`config.mk`:
```
export PLATFORM = sky130hd
export DESIGN_NAME = data_mem_ctrl
export DESIGN_NICKNAME = d
export VERILOG_FILES = /design/src/rtl/data_mem_ctrl_pkg.sv /design/src/rtl/data_mem_ctrl.sv
export SDC_FILE = /design/constraint.sdc
export NUM_CORES = 1
export LEC_CHECK = 0
export ABC_AREA = 1
export CAP_MARGIN = 20
export CORE_AREA = 2 2 105 107
export DETAILED_ROUTE_END_ITERATION = 16
export DIE_AREA = 0 0 107 109
export PLACE_DENSITY = 0.86
export SLEW_MARGIN = 20
export SYNTH_ARGS = -nofsm -noshare
export SYNTH_HDL_FRONTEND = slang
export SYNTH_SLANG_ARGS = --single-unit
```
`constraint.sdc`:
```
create_clock -name clk -period 1.6 [get_ports clk]
set_input_delay 0.16 -clock clk [delete_from_list [all_inputs] [get_ports clk]]
set_output_delay 0.16 -clock clk [all_outputs]
set_load 0.005 [all_outputs]
```
`src/rtl/data_mem_ctrl_pkg.sv`:
```
// Shared widths, state encoding and the address range helper for the data memory sequencer.
package data_mem_ctrl_pkg;

    localparam int ADDRESS_BUS_WIDTH = 32;
    localparam int DATA_BUS_WIDTH    = 32;
    localparam int NUM_ADDRESSES     = 256;

    typedef enum logic [1:0] {
        ST_IDLE    = 2'd0,
        ST_ISSUE   = 2'd1,
        ST_CAPTURE = 2'd2,
        ST_DONE    = 2'd3
    } state_e;

    // Subtraction wraps at full width, so an address below the base fails the first term.
    function automatic logic addr_in_range(
        input logic [ADDRESS_BUS_WIDTH-1:0] a,
        input logic [ADDRESS_BUS_WIDTH-1:0] base,
        input logic [ADDRESS_BUS_WIDTH-1:0] num
    );
        return (a >= base) && ((a - base) < num);
    endfunction

endpackage

```
`src/rtl/data_mem_ctrl.sv`:
```
// Multicycle load/store sequencer in front of the synchronous data RAM.
// All outputs are registered, decoded one cycle ahead from the next state.
module data_mem_ctrl
    import data_mem_ctrl_pkg::*;
#(
    parameter logic [ADDRESS_BUS_WIDTH-1:0] DATA_BASE          = {ADDRESS_BUS_WIDTH{1'b0}},
    parameter int unsigned                  NUM_DATA_ADDRESSES = NUM_ADDRESSES / 2
) (
    input  logic                         clk,
    input  logic                         rst_n,
    input  logic                         req,
    input  logic                         we,
    input  logic [ADDRESS_BUS_WIDTH-1:0] addr,
    input  logic [DATA_BUS_WIDTH-1:0]    wdata,
    output logic                         ready,
    output logic                         done,
    output logic                         err,
    output logic [DATA_BUS_WIDTH-1:0]    rdata,
    output logic [ADDRESS_BUS_WIDTH-1:0] memAddress,
    output logic                         memRead,
    output logic                         memWrite,
    output logic [DATA_BUS_WIDTH-1:0]    memWriteData,
    input  logic [DATA_BUS_WIDTH-1:0]    memReadData,
    output logic                         memCs
);

    state_e                         r_state;
    state_e                         w_next_state;
    logic                           w_accept;
    logic                           w_in_range;
    logic                           w_next_we;
    logic                           w_next_err;
    logic                           r_we;
    logic                           r_err_pend;
    logic                           r_ready;
    logic                           r_done;
    logic                           r_err;
    logic                           r_mem_cs;
    logic                           r_mem_read;
    logic                           r_mem_write;
    logic [ADDRESS_BUS_WIDTH-1:0]   r_mem_addr;
    logic [DATA_BUS_WIDTH-1:0]      r_mem_wdata;
    logic [DATA_BUS_WIDTH-1:0]      r_rdata;

    assign w_in_range = addr_in_range(addr, DATA_BASE, ADDRESS_BUS_WIDTH'(NUM_DATA_ADDRESSES));

    // Next-state logic plus the transaction attributes the next state will act on
    always_comb begin
        w_next_state = r_state;
        w_accept     = 1'b0;
        w_next_we    = r_we;
        w_next_err   = r_err_pend;
        case (r_state)
            ST_IDLE: begin
                if (req) begin
                    w_accept     = 1'b1;
                    w_next_we    = we;
                    w_next_err   = !w_in_range;
                    w_next_state = w_in_range ? ST_ISSUE : ST_DONE;
                end else begin
                    w_next_state = ST_IDLE;
                end
            end
            ST_ISSUE:   w_next_state = r_we ? ST_DONE : ST_CAPTURE;
            ST_CAPTURE: w_next_state = ST_DONE;
            ST_DONE:    w_next_state = ST_IDLE;
            default:    w_next_state = ST_IDLE;
        endcase
    end

    // State register
    always_ff @(posedge clk) begin
        if (!rst_n) begin
            r_state <= ST_IDLE;
        end else begin
            r_state <= w_next_state;
        end
    end

    // Moore outputs registered from the upcoming state so they line up with it
    always_ff @(posedge clk) begin
        if (!rst_n) begin
            r_ready     <= 1'b1;
            r_done      <= 1'b0;
            r_err       <= 1'b0;
            r_mem_cs    <= 1'b0;
            r_mem_read  <= 1'b0;
            r_mem_write <= 1'b0;
        end else begin
            r_ready     <= (w_next_state == ST_IDLE);
            r_done      <= (w_next_state == ST_DONE);
            r_err       <= (w_next_state == ST_DONE) && w_next_err;
            r_mem_cs    <= (w_next_state == ST_ISSUE);
            r_mem_read  <= (w_next_state == ST_ISSUE) && !w_next_we;
            r_mem_write <= (w_next_state == ST_ISSUE) && w_next_we;
        end
    end

    // Request latch; an out-of-range request leaves the RAM-facing registers untouched
    always_ff @(posedge clk) begin
        if (!rst_n) begin
            r_we        <= 1'b0;
            r_err_pend  <= 1'b0;
            r_mem_addr  <= {ADDRESS_BUS_WIDTH{1'b0}};
            r_mem_wdata <= {DATA_BUS_WIDTH{1'b0}};
        end else if (w_accept) begin
            r_we       <= we;
            r_err_pend <= !w_in_range;
            if (w_in_range) begin
                r_mem_addr  <= addr - DATA_BASE;
                r_mem_wdata <= wdata;
            end
        end
    end

    // Read data is valid from the RAM only during CAPTURE
    always_ff @(posedge clk) begin
        if (!rst_n) begin
            r_rdata <= {DATA_BUS_WIDTH{1'b0}};
        end else if (r_state == ST_CAPTURE) begin
            r_rdata <= memReadData;
        end
    end

    assign ready        = r_ready;
    assign done         = r_done;
    assign err          = r_err;
    assign rdata        = r_rdata;
    assign memCs        = r_mem_cs;
    assign memRead      = r_mem_read;
    assign memWrite     = r_mem_write;
    assign memAddress   = r_mem_addr;
    assign memWriteData = r_mem_wdata;

endmodule

```
==> out/summary.txt, run 1 <==
status - finished, final reports clean
number of global-route vias before repair - 3768
largest net degree at the start of global routing - 80
Cells after Synth - 578
number of synthesized flops with an enable pin - 0
Top Ports - 202
Worst path slowest cell - dfxtp_1
vias - 4060
PostCTS Resize Cnt - 0
sequential fraction of the synthesis area - 51.58%
CP most frequent cell - nand2_1
Via-to-Cell Ratio - 4.423
CTS tree - built
Syn-to-layout area delta - 59.37%
dpl hpwl - 7690 um
chip width - 107 um
Antenna diodes - 0
DR WL met3 - 1028 um
synthesized flop and latch total - 106
slowest stage delay, CP - 0.33 ns
HP Start - rst_n
layout cell share with drive strength beyond 1 - 5.013%
most frequent cells in the layout - 200 x clkdlybuf4s50_1, 159 x nor2_1, 106 x dfxtp_1
CP Data Required Time - 1.86 ns
Worst Hold Path EP - r_we
Total Power - 5.796 mW
fmax - 699.7 MHz
Worst R2R Setup Slack - 0.17 ns
Routed WL per cell - 11.69 um
pwr/cell area - 884.0 nW/um2
Slew HR - 78.24%
overall routing resource usage - 18.70%
row cnt - 38
die area - 11660 um2
Pre-Repair DR Iteration Count - 4
critical path endpoint category - flip-flop
max-slew violations - 0
total core area - 10600 um2
clk_lat worst skew - 0.36 ns
clock sink count - 106
worst reg-to-reg path cell count - 8
Netlist cell types - 16
global-route wire length before repair - 17610 um
CTS root buf - clkbuf_8
P_leak - 2.803 nW
Mapped Nets - 682
Placer Congestion - 0.7477
Max-Cap Viols - 0
worst r2r src - r_state[1]
Final Hold Vio Count - 0
Synth Cell Area - 4114 um2
IO buf count - 201
CTS max path bufs - 2
share of flip-flops with an asynchronous set or reset - 0%
1st-iter DRT viols - 248
Post-Route WL - 10740 um
startpoint types - flip-flop
Worst VDD drop - 0.4901 mV
Main synth FF type - dfxtp_1
area post-placement - 6347 um2
Crit Reg-Reg Endpoint - memWriteData[9]
hold-fix buffers at CTS - 0
Worst Path Arrival - 1.69 ns
Crit Path Max Fanout - 79
most common cell after layout, fill and taps aside - clkdlybuf4s50_1
setup violators final - 0
post-route antenna net violation count - 0
Design Area, Final - 6556 um2
setup bufs post-CTS - 0
met2 WL - 4899 um
RSZ-0062 raised after global routing - false
final net count - 877
H-tree Lvls - 3
hold crit path type - primary input to flip-flop
initial antenna violation count - 0
wire length on met1 - 4676 um
Synth Warn # - 0
Die Span Y - 109 um
highest metal used - met4
TritonCTS Buffers - 9
Final WS setup - 0.1709 ns
WS Path Type - flip-flop to flip-flop
Worst Max-Slew Pin Slew - 0.3230 ns
fin crit share - 89.32%
Tmin final - 1.429 ns
Worst Hold Depth - 3
Post-route DRC - 0
average cell area after synthesis - 7.118 um2
Post-Place Worst Slack - -0.1119 ns
grt total ovfl - 0
clk slew on worst S/H paths - 0.11 ns
crit-path cells - inv_1 -> ha_1 -> nand2_1 -> inv_2 -> buf_12 -> nand3_1 -> nand2_1 -> nor2_1
Starting Density - 38.80%
clk_skew - 0.01553 ns
-- where the power goes --
group,switching [mW],internal (mW),leakage [nW]
logic,0.554,0.638,1.84
clock network,0.971,0.755,0.0999
registers,0.0693,2.81,0.861
-- area by class of cell --
type                       instances  area (um2)
clock inverter                     7       85.08
tap                              140       175.2
timing repair buffer             219        2217
fill                             932        4046
multi-input combinational        372        1589
clock buffer                       9       123.9
sequential                       106        2122
inverter                          65       244.0
-- metal layers --
layer	vias up	GRT usage [%]
met5	-	0
met4	0	6.215
met3	12	7.113
met2	136	31.21
met1	1761	22.25
li1	2151	-
-- flip-flops by register name (all words and copies together) (netlist names) --
register      flops
r_we              1
ready             1
memWrite          1
memWriteData     32
memCs             1
rdata            32
done              1
err               1
r_err_pend        1
r_state           2
memRead           1
memAddress       32
-- critical path: cells and delay by family (launching register included) --
family	cells	cell delay, ns
flops	1	0.33
simple gates	4	0.32
buf+inv	3	0.49
fa+ha+maj	1	0.16
-- stage by stage --
step / utilization, % / setup TNS, ns / instances / hold slack, ns
after global routing: 61.84 / 0 / 918 / 0.2381
after floorplan: - / 0 / 578 / 0.2949
after detailed placement: 59.87 / -5.562 / 902 / 0.4264
final: 61.84 / 0 / 918 / 0.2223
after CTS: 61.84 / 0 / 918 / 0.2167
after global placement: 59.87 / -4.781 / 902 / 0.4237
-- Yosys cell counts (2+ instances only) --
cell | n | area, um2
nand3_1 | 43 | 215.2
a21oi_1 | 40 | 200.2
buf_2 | 10 | 50.05
o21ai_0 | 33 | 165.2
inv_1 | 64 | 240.2
dfxtp_1 | 106 | 2122
buf_1 | 10 | 37.54
nand2_1 | 90 | 337.8
buf_6 | 2 | 22.52
ha_1 | 4 | 50.05
nor2_1 | 159 | 596.8
clkbuf_1 | 13 | 48.80
-- cells by family after synthesis --
family	synth area share [%]
flops	51.58
simple gates	28.53
compound gates	8.881
buf+inv	9.793
fa+ha+maj	1.217
-- worst max-delay path by stage --
stage / start / endpoint / slack (ns) / cells after the start
2_1_floorplan: r_state[0] / memAddress[0] / 0.20 / 8
3_3_place_gp: addr[10] / memWriteData[4] / -0.1 / 11
6_report: r_state[1] / memWriteData[9] / 0.17 / 8
4_1_cts: r_state[1] / err / 0.14 / 9
5_1_grt: r_state[1] / memWriteData[20] / 0.03 / 8
3_5_place_dp: addr[14] / memWriteData[20] / -0.11 / 11
(Power assumes the default switching activity.)
==> run 2, diff against run 1 <==
--- a/config.mk
+++ b/config.mk
@@ -7,10 +7,11 @@
 export LEC_CHECK = 0
 export ABC_AREA = 1
 export CAP_MARGIN = 20
-export CORE_AREA = 2 2 105 107
+export CORE_AREA = 10 10 109 111
 export DETAILED_ROUTE_END_ITERATION = 16
-export DIE_AREA = 0 0 107 109
-export PLACE_DENSITY = 0.86
+export DIE_AREA = 0 0 119 121
+export PLACE_DENSITY = 0.92
+export REMOVE_ABC_BUFFERS = 1
 export SLEW_MARGIN = 20
 export SYNTH_ARGS = -nofsm -noshare
 export SYNTH_HDL_FRONTEND = slang
==> constraint.sdc (replaced) <==
create_clock -name clk -period 1.8 [get_ports clk]
set_input_delay 0.18 -clock clk [delete_from_list [all_inputs] [get_ports clk]]
set_output_delay 0.18 -clock clk [all_outputs]
set_load 0.005 [all_outputs]
==> run 2 against run 1 <==
  * Global-route usage decreased by 1.4 points
  * Clock skew is 0.0016 ns higher
  * Combinational power is 8% lower
  * Fmax decreased by 4.0%
  * Worst hold slack got worse by 0.056 ns
  * Non-clock buffer count rose by 3
==> out/summary.txt, run 2 (synthesis gave the netlist of run 1 again) <==
status - finished, final reports clean
overall routing resource usage - 17.28%
Pint - 3.648 mW
Max-Cap Viols - 0
max-slew violations - 0
critical path endpoint category - flip-flop
vias - 4226
Starting Density - 42.68%
Pre-Repair DR Iteration Count - 4
Top Ports - 202
RSZ-0062 raised after global routing - false
Routed WL per cell - 13.96 um
crit-path cells - inv_1 -> ha_1 -> nand2_1 -> inv_2 -> or2_2 -> o21ai_0 -> inv_1 -> nor2_1
fin cells - 914
row cnt - 36
Final WS setup - 0.3111 ns
IO buf count - 201
clk slew on worst S/H paths - 0.11 ns
Post-Place Worst Slack - 0.03303 ns
Via-to-Cell Ratio - 4.624
Worst VDD drop - 0.6223 mV
H-tree Lvls - 3
Worst Hold Depth - 3
setup bufs post-CTS - 0
global-route wire length before repair - 20510 um
Crit Path Max Fanout - 8
Worst Path Arrival - 1.79 ns
Total Power - 5.113 mW
most common cell after layout, fill and taps aside - clkdlybuf4s50_1
WS Path Type - flip-flop to flip-flop
Slew HR - 77.41%
dpl hpwl - 10130 um
most frequent cells in the layout - 200 x clkdlybuf4s50_1, 159 x nor2_1, 106 x dfxtp_1
final net count - 880
pwr/cell area - 774.1 nW/um2
grt total ovfl - 0
initial antenna violation count - 0
CTS max path bufs - 2
fin crit share - 82.71%
Worst path slowest cell - dfxtp_1
number of global-route vias before repair - 4147
largest net degree at the start of global routing - 43
worst reg-to-reg path cell count - 8
Final Hold Vio Count - 0
Buf/Inv on CP - 3
clk_skew - 0.01712 ns
Die Span Y - 121 um
CP Data Required Time - 2.10 ns
slowest stage delay, CP - 0.35 ns
TritonCTS Buffers - 9
Placer Congestion - 0.8050
startpoint types - flip-flop
dpl cells - 898
Antenna diodes - 0
CTS root buf - clkbuf_8
sw frac - 28.66%
layout cell share with drive strength beyond 1 - 5.378%
die area - 14400 um2
Post-route DRC - 0
CP most frequent cell - inv_1
Sequential Power Share - 50.1%
total core area - 9639 um2
hold crit path type - primary input to flip-flop
PostCTS Resize Cnt - 0
setup violators final - 0
post-route antenna net violation count - 0
Post-Route Utilization - 68.52%
clock sink count - 106
fmax - 671.7 MHz
Net Sw Power - 1.466 mW
Hold Slack - 0.1663 ns
Crit path max-delay family - simple AND/OR/NAND/NOR gates
P_leak - 2.836 nW
stages on the worst setup path - 8
Clock Power Share - 28.4%
1st-iter DRT viols - 259
Tmin final - 1.489 ns
CTS tree - built
Post-Route WL - 12760 um
Syn-to-layout area delta - 60.55%
hold-fix buffers at CTS - 0
combinational power share - 21.5%
chip width - 119 um
clk_lat worst skew - 0.36 ns
Worst Max-Slew Pin Slew - 0.3354 ns
==> run 2: cell count changes in the layout (fill, tap and decap cells not counted) <==
cell | previous run | this run
clkinvlp_4 | 2 | 1
clkinv_4 | 1 | 0
inv_8 | 2 | 3
clkinv_8 | 0 | 2
buf_12 | 6 | 9
bufinv_16 | 1 | 0
==> run 2: power by group through the flow <==
stage / Clock (mW) / Combinational, mW / Sequential, mW
finish: 1.45 / 1.10 / 2.56
global route: 1.63 / 1.22 / 2.58
floorplan: 0 / 0.376 / 2.63
CTS: 1.51 / 1.11 / 2.56
global placement: 0 / 1.09 / 2.61
detailed placement: 0 / 1.10 / 2.62
==> run 2: cell type report <==
type                       count  area (um2)
clock inverter                 7       82.58
clock buffer                   9       123.9
multi-input combinational    372        1589
inverter                      65       244.0
timing repair buffer         222        2277
sequential                   106        2122
tap                          133       166.4
fill                         814        3034
==> run 2: through the flow <==
step / instance area [um2] / TNS (ns)
detailed placement: 6399 / 0
floorplan: 3955 / -11.32
CTS: 6605 / 0
global route: 6605 / 0
finish: 6605 / 0
global placement: 6399 / 0
==> run 2: routing by layer <==
layer  vias up  global-route usage, %  routed length (um)
met5         -                      0                   0
met4         0                  4.809                 192
met3        13                  9.725                1704
met2       154                  28.25                5868
met1      1895                  18.90                4996
li1       2164                      -                   -
==> run 2: path summary, 6_finish.rpt <==
path,to,slack (ns),startpoint
max,memRead,0.31,r_state[0]
min,memAddress[4],0.17,rst_n
max reg2reg,memRead,0.31,r_state[0]
min reg2reg,memAddress[15],0.44,memAddress[15]
==> run 2: worst reg2reg max path, delay by kind of cell (launching register included) <==
family | cells | cell delay (ns)
flops | 1 | 0.35
buf+inv | 3 | 0.26
compound gates | 1 | 0.15
fa+ha+maj | 1 | 0.20
simple gates | 3 | 0.48
